==> src/rtl/if_id_stall_pipe_pkg.sv <==
// Shared constants, IF/ID payload type and PC alignment helper for the fetch stage.
// Optional feature macro: IF_ID_PERF_CNT_EN (perf counters on the interface).
package if_id_stall_pipe_pkg;

  localparam int unsigned XLEN        = 32;
  localparam int unsigned STALL_CNT_W = 8;

  localparam logic [XLEN-1:0] NOP_INSTR        = 32'h0000_0000;
  localparam logic [XLEN-1:0] PC_INC           = 32'd4;
  localparam logic [XLEN-1:0] PC_ALIGN_MASK    = 32'hFFFF_FFFC;
  localparam logic [XLEN-1:0] DEFAULT_RESET_PC = 32'h0000_0000;

  typedef struct packed {
    logic [XLEN-1:0] instr;
    logic [XLEN-1:0] pc_plus4;
    logic            valid;
  } ifid_t;

  function automatic logic [XLEN-1:0] align_pc(input logic [XLEN-1:0] addr);
    return addr & PC_ALIGN_MASK;
  endfunction

endpackage

==> src/rtl/if_id_stall_pipe_if.sv <==
// Fetch-stage bundle: hazard/redirect controls, instruction memory and IF/ID outputs.
// Perf counter signals exist only when IF_ID_PERF_CNT_EN is defined.
interface if_id_stall_pipe_if;
  logic        Hazard_PC_Hold;
  logic        Hazard_IFID_Hold;
  logic        Hazard_Ctrl_Zero;
  logic        Redirect;
  logic [31:0] Redirect_Target;
  logic [31:0] Instruction;
  logic [31:0] Instr_Addr;
  logic [31:0] IFID_Instruction;
  logic [31:0] IFID_PC_Plus4;
  logic        IFID_Valid;
  logic        IDEX_Bubble;
  logic        Stall_Timeout;
`ifdef IF_ID_PERF_CNT_EN
  logic [31:0] Perf_Stall_Cnt;
  logic [31:0] Perf_Flush_Cnt;
  logic [31:0] Perf_Fetch_Cnt;
`endif

  modport master (
    output Hazard_PC_Hold, Hazard_IFID_Hold, Hazard_Ctrl_Zero,
    output Redirect, Redirect_Target, Instruction,
    input  Instr_Addr, IFID_Instruction, IFID_PC_Plus4, IFID_Valid,
    input  IDEX_Bubble, Stall_Timeout
`ifdef IF_ID_PERF_CNT_EN
    , input Perf_Stall_Cnt, Perf_Flush_Cnt, Perf_Fetch_Cnt
`endif
  );

  modport slave (
    input  Hazard_PC_Hold, Hazard_IFID_Hold, Hazard_Ctrl_Zero,
    input  Redirect, Redirect_Target, Instruction,
    output Instr_Addr, IFID_Instruction, IFID_PC_Plus4, IFID_Valid,
    output IDEX_Bubble, Stall_Timeout
`ifdef IF_ID_PERF_CNT_EN
    , output Perf_Stall_Cnt, Perf_Flush_Cnt, Perf_Fetch_Cnt
`endif
  );
endinterface

==> src/rtl/if_id_stall_pipe_pc_reg.sv <==
// Program counter: redirect beats hold beats increment; redirect targets are word-aligned.
module if_id_stall_pipe_pc_reg
  import if_id_stall_pipe_pkg::*;
#(
  parameter logic [31:0] RESET_PC = DEFAULT_RESET_PC
) (
  input  logic        Clk,
  input  logic        Rst_n,
  input  logic        redirect,
  input  logic [31:0] redirect_target,
  input  logic        hold,
  output logic [31:0] pc
);

  always_ff @(posedge Clk or negedge Rst_n) begin
    if (!Rst_n) begin
      pc <= RESET_PC;
    end else if (redirect) begin
      pc <= align_pc(redirect_target);
    end else if (!hold) begin
      pc <= pc + PC_INC;
    end
  end

endmodule

==> src/rtl/if_id_stall_pipe.sv <==
// Fetch stage: PC, IF/ID register with hold/flush, stall watchdog.
// Define IF_ID_PERF_CNT_EN to add saturating stall/flush/fetch perf counters.
module if_id_stall_pipe
  import if_id_stall_pipe_pkg::*;
#(
  parameter logic [31:0] RESET_PC  = DEFAULT_RESET_PC,
  parameter int unsigned MAX_STALL = 16
) (
  input  logic               Clk,
  input  logic               Rst_n,
  if_id_stall_pipe_if.slave  bus
);

  logic [31:0]            pc;
  ifid_t                  ifid_q;
  logic [STALL_CNT_W-1:0] stall_cnt;
  logic [STALL_CNT_W-1:0] stall_cnt_nxt;
  logic                   timeout_q;
  logic                   stall_edge;
  logic                   fetch_edge;

  if_id_stall_pipe_pc_reg #(.RESET_PC(RESET_PC)) u_pc_reg (
    .Clk             (Clk),
    .Rst_n           (Rst_n),
    .redirect        (bus.Redirect),
    .redirect_target (bus.Redirect_Target),
    .hold            (bus.Hazard_PC_Hold),
    .pc              (pc)
  );

  assign stall_edge = bus.Hazard_PC_Hold & ~bus.Redirect;
  assign fetch_edge = ~bus.Redirect & ~bus.Hazard_IFID_Hold;

  // IF/ID register: flush on redirect wins over hold
  always_ff @(posedge Clk or negedge Rst_n) begin
    if (!Rst_n) begin
      ifid_q <= '{instr: NOP_INSTR, pc_plus4: '0, valid: 1'b0};
    end else if (bus.Redirect) begin
      ifid_q <= '{instr: NOP_INSTR, pc_plus4: '0, valid: 1'b0};
    end else if (!bus.Hazard_IFID_Hold) begin
      ifid_q <= '{instr: bus.Instruction, pc_plus4: pc + PC_INC, valid: 1'b1};
    end
  end

  // Watchdog: consecutive PC-hold edges, saturating; timeout is sticky until reset
  always_comb begin
    stall_cnt_nxt = '0;
    if (stall_edge) begin
      stall_cnt_nxt = (stall_cnt == '1) ? stall_cnt : stall_cnt + STALL_CNT_W'(1);
    end
  end

  always_ff @(posedge Clk or negedge Rst_n) begin
    if (!Rst_n) begin
      stall_cnt <= '0;
      timeout_q <= 1'b0;
    end else begin
      stall_cnt <= stall_cnt_nxt;
      if (stall_cnt_nxt == STALL_CNT_W'(MAX_STALL)) begin
        timeout_q <= 1'b1;
      end
    end
  end

  assign bus.Instr_Addr       = pc;
  assign bus.IFID_Instruction = ifid_q.instr;
  assign bus.IFID_PC_Plus4    = ifid_q.pc_plus4;
  assign bus.IFID_Valid       = ifid_q.valid;
  assign bus.IDEX_Bubble      = bus.Hazard_Ctrl_Zero & ifid_q.valid;
  assign bus.Stall_Timeout    = timeout_q;

`ifdef IF_ID_PERF_CNT_EN
  logic [31:0] perf_stall_q;
  logic [31:0] perf_flush_q;
  logic [31:0] perf_fetch_q;

  always_ff @(posedge Clk or negedge Rst_n) begin
    if (!Rst_n) begin
      perf_stall_q <= '0;
      perf_flush_q <= '0;
      perf_fetch_q <= '0;
    end else begin
      if (stall_edge   && perf_stall_q != '1) perf_stall_q <= perf_stall_q + 32'd1;
      if (bus.Redirect && perf_flush_q != '1) perf_flush_q <= perf_flush_q + 32'd1;
      if (fetch_edge   && perf_fetch_q != '1) perf_fetch_q <= perf_fetch_q + 32'd1;
    end
  end

  assign bus.Perf_Stall_Cnt = perf_stall_q;
  assign bus.Perf_Flush_Cnt = perf_flush_q;
  assign bus.Perf_Fetch_Cnt = perf_fetch_q;
`else
  logic unused_fetch_edge;
  assign unused_fetch_edge = fetch_edge;
`endif

endmodule

==> src/flat_wrapper.sv <==
// flat-port wrapper written by rule: the top's interface ports become plain ports
module if_id_stall_pipe_flat import if_id_stall_pipe_pkg::*;
#(
  parameter logic [31:0] RESET_PC  = DEFAULT_RESET_PC,
  parameter int unsigned MAX_STALL = 16
)
  (Clk, Rst_n, bus_Hazard_PC_Hold, bus_Hazard_IFID_Hold, bus_Hazard_Ctrl_Zero, bus_Redirect, bus_Redirect_Target, bus_Instruction, bus_Instr_Addr, bus_IFID_Instruction, bus_IFID_PC_Plus4, bus_IFID_Valid, bus_IDEX_Bubble, bus_Stall_Timeout);
  if_id_stall_pipe_if bus_i ();
  input  logic Clk;
  input  logic Rst_n;
  input wire logic [$bits(bus_i.Hazard_PC_Hold)-1:0] bus_Hazard_PC_Hold;
  input wire logic [$bits(bus_i.Hazard_IFID_Hold)-1:0] bus_Hazard_IFID_Hold;
  input wire logic [$bits(bus_i.Hazard_Ctrl_Zero)-1:0] bus_Hazard_Ctrl_Zero;
  input wire logic [$bits(bus_i.Redirect)-1:0] bus_Redirect;
  input wire logic [$bits(bus_i.Redirect_Target)-1:0] bus_Redirect_Target;
  input wire logic [$bits(bus_i.Instruction)-1:0] bus_Instruction;
  output wire logic [$bits(bus_i.Instr_Addr)-1:0] bus_Instr_Addr;
  output wire logic [$bits(bus_i.IFID_Instruction)-1:0] bus_IFID_Instruction;
  output wire logic [$bits(bus_i.IFID_PC_Plus4)-1:0] bus_IFID_PC_Plus4;
  output wire logic [$bits(bus_i.IFID_Valid)-1:0] bus_IFID_Valid;
  output wire logic [$bits(bus_i.IDEX_Bubble)-1:0] bus_IDEX_Bubble;
  output wire logic [$bits(bus_i.Stall_Timeout)-1:0] bus_Stall_Timeout;
  assign bus_i.Hazard_PC_Hold = bus_Hazard_PC_Hold;
  assign bus_i.Hazard_IFID_Hold = bus_Hazard_IFID_Hold;
  assign bus_i.Hazard_Ctrl_Zero = bus_Hazard_Ctrl_Zero;
  assign bus_i.Redirect = bus_Redirect;
  assign bus_i.Redirect_Target = bus_Redirect_Target;
  assign bus_i.Instruction = bus_Instruction;
  assign bus_Instr_Addr = bus_i.Instr_Addr;
  assign bus_IFID_Instruction = bus_i.IFID_Instruction;
  assign bus_IFID_PC_Plus4 = bus_i.IFID_PC_Plus4;
  assign bus_IFID_Valid = bus_i.IFID_Valid;
  assign bus_IDEX_Bubble = bus_i.IDEX_Bubble;
  assign bus_Stall_Timeout = bus_i.Stall_Timeout;
  if_id_stall_pipe #(.RESET_PC(RESET_PC), .MAX_STALL(MAX_STALL)) u_core (.Clk(Clk), .Rst_n(Rst_n), .bus(bus_i));
endmodule
==> config.mk <==
export PLATFORM = sky130hd
export DESIGN_NAME = if_id_stall_pipe_flat
export DESIGN_NICKNAME = d
export VERILOG_FILES = /design/src/rtl/if_id_stall_pipe_pkg.sv /design/src/rtl/if_id_stall_pipe_if.sv /design/src/rtl/if_id_stall_pipe_pc_reg.sv /design/src/rtl/if_id_stall_pipe.sv /design/src/flat_wrapper.sv
export SDC_FILE = /design/constraint.sdc
export NUM_CORES = 1
export LEC_CHECK = 0
export BUFFER_PORTS_ARGS = -buffer_cell sky130_fd_sc_hd__buf_2
export CAP_MARGIN = 10
export CORE_MARGIN = 4
export CORE_UTILIZATION = 50
export CTS_CLUSTER_DIAMETER = 30
export DETAILED_ROUTE_END_ITERATION = 10
export PLACE_DENSITY = 0.79
export SLEW_MARGIN = 30
export SYNTH_ARGS = -nofsm -noshare
export SYNTH_HDL_FRONTEND = slang
export SYNTH_SLANG_ARGS = --single-unit
export TNS_END_PERCENT = 1
==> constraint.sdc <==
create_clock -name Clk -period 4.4 [get_ports Clk]
set_input_delay 0.66 -clock Clk [delete_from_list [all_inputs] [get_ports Clk]]
set_output_delay 0.66 -clock Clk [all_outputs]
set_load 0.1 [all_outputs]
==> metrics.yaml, run 1 <==
startpoint: "u_core.u_pc_reg.pc[4]"
ys.flop_type: "dfrtp_1"
post-route-drc-count: 0
post-dp-hpwl_mm: 10.0
portBuffers: 164
power_density_nw_per_um2: 385
numCtsBuffers: 9
nets: 758
power_frac_seq: 0.448
setup-tns-final_ns: 0
post_cts_buffers: 0
rsz0062_at_grt: "no"
worstSetupPathType: "reg2reg"
gr-usage-all-layers: 0.233
routedWlPerCell_um: 17.2
combPwrFrac: 0.338
netSwitchingFraction: 0.442
critPathCaptureType: "register"
r2r_cells: 4
p_int_uw: 1360
syn_area_um2: 5350
ys_ff_latch: 103
antenna_left: 0
row_count: 37
async_flop_share: 1.00
die_area_um2: 12400
hold_ws_ns: 0.271
via_per_inst: 5.85
fmaxAchievable_mhz: 395
status: "finished clean"
cts_buffer_depth: 2
grt_pass1_wl_mm: 23.9
ir_worst_vdd_mv: 0.246
setup_viol: 0
synth.most_common_cell: "dfrtp_1"
cts_root_buf: "clkbuf_8"
ys_top_cells_by_area: "dfrtp_1 48%, mux2i_1 6.6%, nor2_1 6.1%"
gr-total-overflow: 0
first_pass_iters: 5
r2r_start: "u_core.u_pc_reg.pc[4]"
p_leak_uw: 0.00296
cts_hold_buf: 0
clock_sinks: 103
arrival_ns: 2.80
cts_max_level: 3
cts_tree: "built"
drtIter0Drc: 334
fin_skew_ns: 0.00595
drv_slew: 0
grt_pass1_vias: 4802
grt_max_degree: 69
start_util: 0.516
synth_edf_count: 0
power_switching_uw: 1080
hold_class: "in2async"
pwr-share-clk: 0.215
cp-start-kind: "register"
wirelength_mm: 14.2
cts.repair.resized: 0
period_needed_ns: 2.53
gp_congestion: 0.898
clk_latency_ns: 0.36
synth_warnings: 0
synth_cell_type_count: 54
maxCapViolCount: 0
die_w_um: 111
via_count: 4835
crit_required_ns: 4.67
antenna_found_initial: 0
synth_top_area_share: 0.482
io_pins: 169
path_clk_slew_ns: 0.09
relSlewSlack: 0.462
finalHoldViolations: 0
fin_crit_sh: 0.575
antennaDiodeCount: 0
seq_area_frac_synth: 0.482
tightest_slew_ns: 0.801
yosys.area.top_type: "dfrtp_1"
netlist_top_cells_count: "103 x dfrtp_1, 87 x nor2_1, 35 x mux2i_1"
crit_path_max_fanout: 23
core_area_um2: 10400
die_h_um: 111
syn_avg_cell_area_um2: 9.72
drive_above_1_share: 0.281
syn_inst: 550
area_growth_pct: 18.6
[critical path, stage by stage (launching register included)]
cell and delay, ns:
dfrtp_1 0.53, nand3_2 0.34, or4_4 0.77, or4_1 0.53
a311oi_1 0.27
[through the flow]
stage                     area, µm²  setup slack [ns]  total power, µW  utilization  std cells
after CTS                      6330              1.86             2450        0.611        826
after global routing           6340              1.73             2550        0.611        826
final                          6340              1.87             2440        0.611        826
after floorplan                5350              1.49             1760            -        551
after detailed placement       6180              1.90             1940        0.596        811
after global placement         6180              1.99             1920        0.596        811
[layout make-up]
type	instances	area [µm²]
clock buffers	11	131
clock inverters	4	23.8
fillers	936	4030
inverters	10	37.5
multi-input cells	394	2540
flip-flops and latches	103	2580
well taps	136	170
repair buffers	168	857
[cells by family after synthesis]
group / count (synthesis) / synth area share
AO/OA/AOI/OAI: 108 / 0.142
XOR/XNOR: 23 / 0.0377
adder cells (fa/ha/maj): 2 / 0.00468
buffers and inverters: 54 / 0.0440
flip-flops: 103 / 0.482
multiplexers: 35 / 0.0655
other: 1 / 0.000701
AND/OR/NAND/NOR: 224 / 0.223
[cells in the final DEF, fill, tap and decap left out, types with 7 or more instances in the layout]
cell	instances
mux2i_1	35
a211oi_1	10
dfrtp_1	103
nor3_1	10
buf_2	163
a21oi_1	7
or4_1	11
nor4_1	10
and4_1	8
clkbuf_8	9
nand2_1	33
inv_1	9
xnor2_1	17
a31oi_1	17
nor2_1	87
nand4_1	17
o21ai_0	28
or3_1	15
a311oi_1	12
o31ai_1	9
[worst paths after layout]
check	to	slack, ns
worst max-delay path	u_core.bus.IFID_PC_Plus4[31]	1.87
worst min-delay path	u_core.bus.IFID_PC_Plus4[7]	0.27
worst max register to register	u_core.bus.IFID_PC_Plus4[31]	1.87
worst min register to register	u_core.bus.Stall_Timeout	0.48
max in group asynchronous	u_core.u_pc_reg.pc[24]	3.20
min in group Clk	u_core.bus.Stall_Timeout	0.48
[power groups by stage]
| stage | clock, µW | sequential, µW | combinational [µW] |
|---|---|---|---|
| after floorplan | 0 | 1560 | 200 |
| after global placement | 0 | 1110 | 817 |
| after detailed placement | 0 | 1110 | 825 |
| after CTS | 535 | 1090 | 827 |
| final | 525 | 1090 | 824 |
| after global routing | 577 | 1110 | 865 |
[state kept, by name (all words and copies together) (netlist names)]
name	flops
u_core.bus.IFID_Instruction	32
u_core.bus.IFID_PC_Plus4	31
u_core.bus.IFID_Valid	1
u_core.bus.Stall_Timeout	1
u_core.stall_cnt	8
u_core.u_pc_reg.pc	30
[routing by layer]
layer | track usage | part of all wire
met5 | 0 | 0
met4 | 0.0916 | 0.026
met3 | 0.0478 | 0.073
met2 | 0.378 | 0.48
met1 | 0.308 | 0.42
Note: power is estimated with default switching activity, not from simulation.
==> inputs of run 2 (changes only) <==
--- a/config.mk
+++ b/config.mk
@@ -5,13 +5,14 @@
 export SDC_FILE = /design/constraint.sdc
 export NUM_CORES = 1
 export LEC_CHECK = 0
+export ABC_AREA = 1
 export BUFFER_PORTS_ARGS = -buffer_cell sky130_fd_sc_hd__buf_2
 export CAP_MARGIN = 10
 export CORE_MARGIN = 4
-export CORE_UTILIZATION = 50
+export CORE_UTILIZATION = 46
 export CTS_CLUSTER_DIAMETER = 30
 export DETAILED_ROUTE_END_ITERATION = 10
-export PLACE_DENSITY = 0.79
+export PLACE_DENSITY = 0.76
 export SLEW_MARGIN = 30
 export SYNTH_ARGS = -nofsm -noshare
 export SYNTH_HDL_FRONTEND = slang
==> constraint.sdc (replaced) <==
create_clock -name Clk -period 2.2 [get_ports Clk]
set_input_delay 0.33 -clock Clk [delete_from_list [all_inputs] [get_ports Clk]]
set_output_delay 0.33 -clock Clk [all_outputs]
set_load 0.1 [all_outputs]
==> run 2 against run 1 <==
  * Fmax is 49% higher
  * Worst setup slack worse by 1.4 ns
  * Clock skew up 0.0078 ns
  * Critical path type unchanged
  * Highest routed layer unchanged
==> metrics.yaml, run 2 <==
fmaxAchievable_mhz: 587  # +49%
synth_warnings: 0  # unchanged
path_cells: "ha_1, nand2_2, nor2_4, nand2_4, nor2_2, xor2_1, nand3_1, nand3_1"
die_area_um2: 13300  # +7.4%
cp-start-kind: "register"
core_area_um2: 11100  # +6.8%
worstSetupPathType: "reg2reg"
syn_inst: 705  # +28%
relSlewSlack: 0.610  # +0.148
cts_max_level: 3  # unchanged
drv_slew: 0  # unchanged
syn_avg_cell_area_um2: 7.53  # -22%
maxCapViolCount: 0  # unchanged
ys.flop_type: "dfrtp_1"
power_frac_seq: 0.396  # -0.052
fin_crit_sh: 0.774  # +0.199
critPathCaptureType: "register"
post-route-drc-count: 0  # unchanged
period_needed_ns: 1.70  # -0.828 ns
clk_latency_ns: 0.35  # about the same
first_pass_iters: 5  # unchanged
path_common_cell: "nand3_1"
antennaDiodeCount: 0  # unchanged
gr-total-overflow: 0  # unchanged
setup_viol: 0  # unchanged
post-dp-hpwl_mm: 10.9  # +8.6%
cts_buffer_depth: 2  # unchanged
netlist_top_cells_count: "284 x nand2_1, 112 x nand3_1, 103 x dfrtp_1"
worst-path-buf-inv: 0  # unchanged
hold_class: "in2reg"
gp_congestion: 0.890  # -0.91%
cts_tree: "built"
layout_common_cells: "284 x nand2_1, 163 x buf_2, 112 x nand3_1"
cpLargestDelayFamily: "simple AND/OR/NAND/NOR gates"
gr-usage-all-layers: 0.229  # -0.00351
final_common_cell: "nand2_1"
drtIter0Drc: 445  # +33%
power_density_nw_per_um2: 835  # +120%
area_growth_pct: 24.0
wirelength_mm: 14.8  # +4.1%
ir_worst_vdd_mv: 0.450  # +82%
fin_util: 0.595  # -0.0170
crit_path_max_fanout: 8  # -65%
start_util: 0.479  # -0.0361
seq_area_frac_synth: 0.485  # +0.00318
crit_required_ns: 2.48  # -2.19 ns
largest_reg_flops: 32  # unchanged
grt_max_degree: 77  # +12%
async_flop_share: 1.00  # unchanged
synth.most_common_cell: "nand2_1"
placedCellCount: 988  # +22%
finalNonFillerCells: 1005  # +22%
routedWlPerCell_um: 14.7  # -14%
pwr-share-clk: 0.290  # +0.075
combPwrFrac: 0.314  # -0.024
rsz0062_at_grt: "no"
p_leak_uw: 0.00360  # +22%
p_int_uw: 3200  # +130%
portBuffers: 164  # unchanged
tightest_slew_ns: 0.585  # -0.216 ns
power_switching_uw: 2300  # +110%
status: "finished clean"
grt_pass1_wl_mm: 24.4  # +2.1%
synth_edf_count: 0  # unchanged
row_count: 38  # +2.7%
antenna_left: 0  # unchanged
path_clk_slew_ns: 0.07  # -0.02 ns
numCtsBuffers: 9  # unchanged
yosys.area.top_type: "dfrtp_1"
clock_sinks: 103  # unchanged
via_per_inst: 5.11  # -13%
power_uw: 5500  # +130%
slowest_stage: "dfrtp_2"
cts_root_buf: "clkbuf_16"
synth_top_area_share: 0.485  # +0.00318
ys_ff_latch: 103  # unchanged
io_pins: 169  # unchanged
syn_area_um2: 5310  # -0.66%
drive_above_1_share: 0.259  # -0.0222
grt_pass1_vias: 4901  # +2.1%
nets: 932  # +23%
cpPeakStageDelay_ns: 0.44  # -0.33 ns
fin_skew_ns: 0.0137  # +0.00776 ns
die_h_um: 115  # +3.6%
synth_cell_type_count: 31  # -43%
setup-tns-final_ns: 0  # unchanged
finalHoldViolations: 0  # unchanged
die_w_um: 115  # +3.6%
ys_top_cells_by_area: "dfrtp_1 49%, nand2_1 20%, nand3_1 11%"
antenna_found_initial: 0  # unchanged
arrival_ns: 1.98  # -0.82 ns
hold_ws_ns: 0.203  # -0.0678 ns
netSwitchingFraction: 0.419  # -0.0238
via_count: 5140  # +6.3%
-- run 2: cell types whose count changed after synthesis, moves of 12 or more --
| cell | previous run | this run |
|---|---|---|
| a311oi_1 | 12 | 0 |
| a31oi_1 | 17 | 1 |
| clkbuf_1 | 28 | 15 |
| inv_1 | 9 | 43 |
| mux2i_1 | 35 | 0 |
| nand2_1 | 33 | 284 |
| nand3_1 | 4 | 112 |
| nand4_1 | 17 | 4 |
| nor2_1 | 87 | 45 |
| or3_1 | 15 | 0 |
| xnor2_1 | 17 | 0 |
-- run 2: metrics by stage --
step                setup slack, ns  instance area, µm²
floorplan                     0.126                5320
global placement              0.566                6280
detailed placement            0.538                6280
CTS                           0.517                6590
global route                  0.368                6590
finish                        0.496                6590
-- run 2: path summary, 6_finish.rpt --
check	from	depth (start not counted)	slack [ns]	end
min in group asynchronous	Rst_n	2	0.53	u_core.u_pc_reg.pc[4]
min reg2reg	u_core.bus.IFID_Instruction[27]	2	0.47	u_core.bus.IFID_Instruction[27]
max reg2reg	u_core.u_pc_reg.pc[2]	8	0.50	u_core.u_pc_reg.pc[16]
max	u_core.u_pc_reg.pc[2]	8	0.50	u_core.u_pc_reg.pc[16]
max in group asynchronous	Rst_n	3	1.00	u_core.bus.IFID_PC_Plus4[26]
min	bus_Redirect_Target[24]	3	0.20	u_core.u_pc_reg.pc[24]
-- run 2: power groups by stage --
stage                     Combinational (µW)  Sequential, µW  Clock [µW]
after floorplan                          363            3190           0
after global placement                  1720            2210           0
after detailed placement                1740            2210           0
after CTS                               1740            2180        1610
after global routing                    1830            2200        1680
final                                   1730            2180        1600
-- run 2: kinds of logic (layout without fill, tap and decap cells) --
logic type	Yosys count	after routing	share of synthesized area
buffers and inverters	79	238	0.0615
DFF	103	103	0.485
AOI/OAI and AO/OA	43	43	0.0511
other	1	2	0.000706
and+or+nand+nor	470	470	0.384
xor gates and xnor gates	7	7	0.0130
adders and majority gates	2	2	0.00471
-- run 2: worst register-to-register path: cells and delay by family (launching register included) --
kind | cells | cell delay [ns]
XOR/XNOR | 1 | 0.22
adder cells (fa/ha/maj) | 1 | 0.23
flip-flops | 1 | 0.44
AND/OR/NAND/NOR | 6 | 0.76
-- run 2: routing by layer --
metal	global-route usage	up-vias	part of all wire
met5	0	-	0
met4	0.0509	0	0.0084
met3	0.0585	12	0.088
met2	0.368	182	0.47
met1	0.316	2392	0.43
li1	-	2554	-
-- run 2: cell type report --
| cell class | count | area [µm²] |
|---|---|---|
| Fill cell | 1023 | 4490 |
| Sequential cell | 103 | 2580 |
| Multi-Input combinational cell | 524 | 2420 |
| Timing Repair Buffer | 175 | 946 |
| Clock buffer | 11 | 233 |
| Inverter | 47 | 176 |
| Tap cell | 140 | 175 |
| Clock inverter | 5 | 60.1 |
-- run 2: timing repair --
| item | 4_1_cts | 5_1_grt |
|---|---|---|
| hold buffers | 1 | 0 |
| hold endpoints to repair | 1 | 0 |
| endpoints found under the setup margin | 0 | 0 |
| setup buffers | 0 | 0 |
| resized for setup | 0 | 0 |
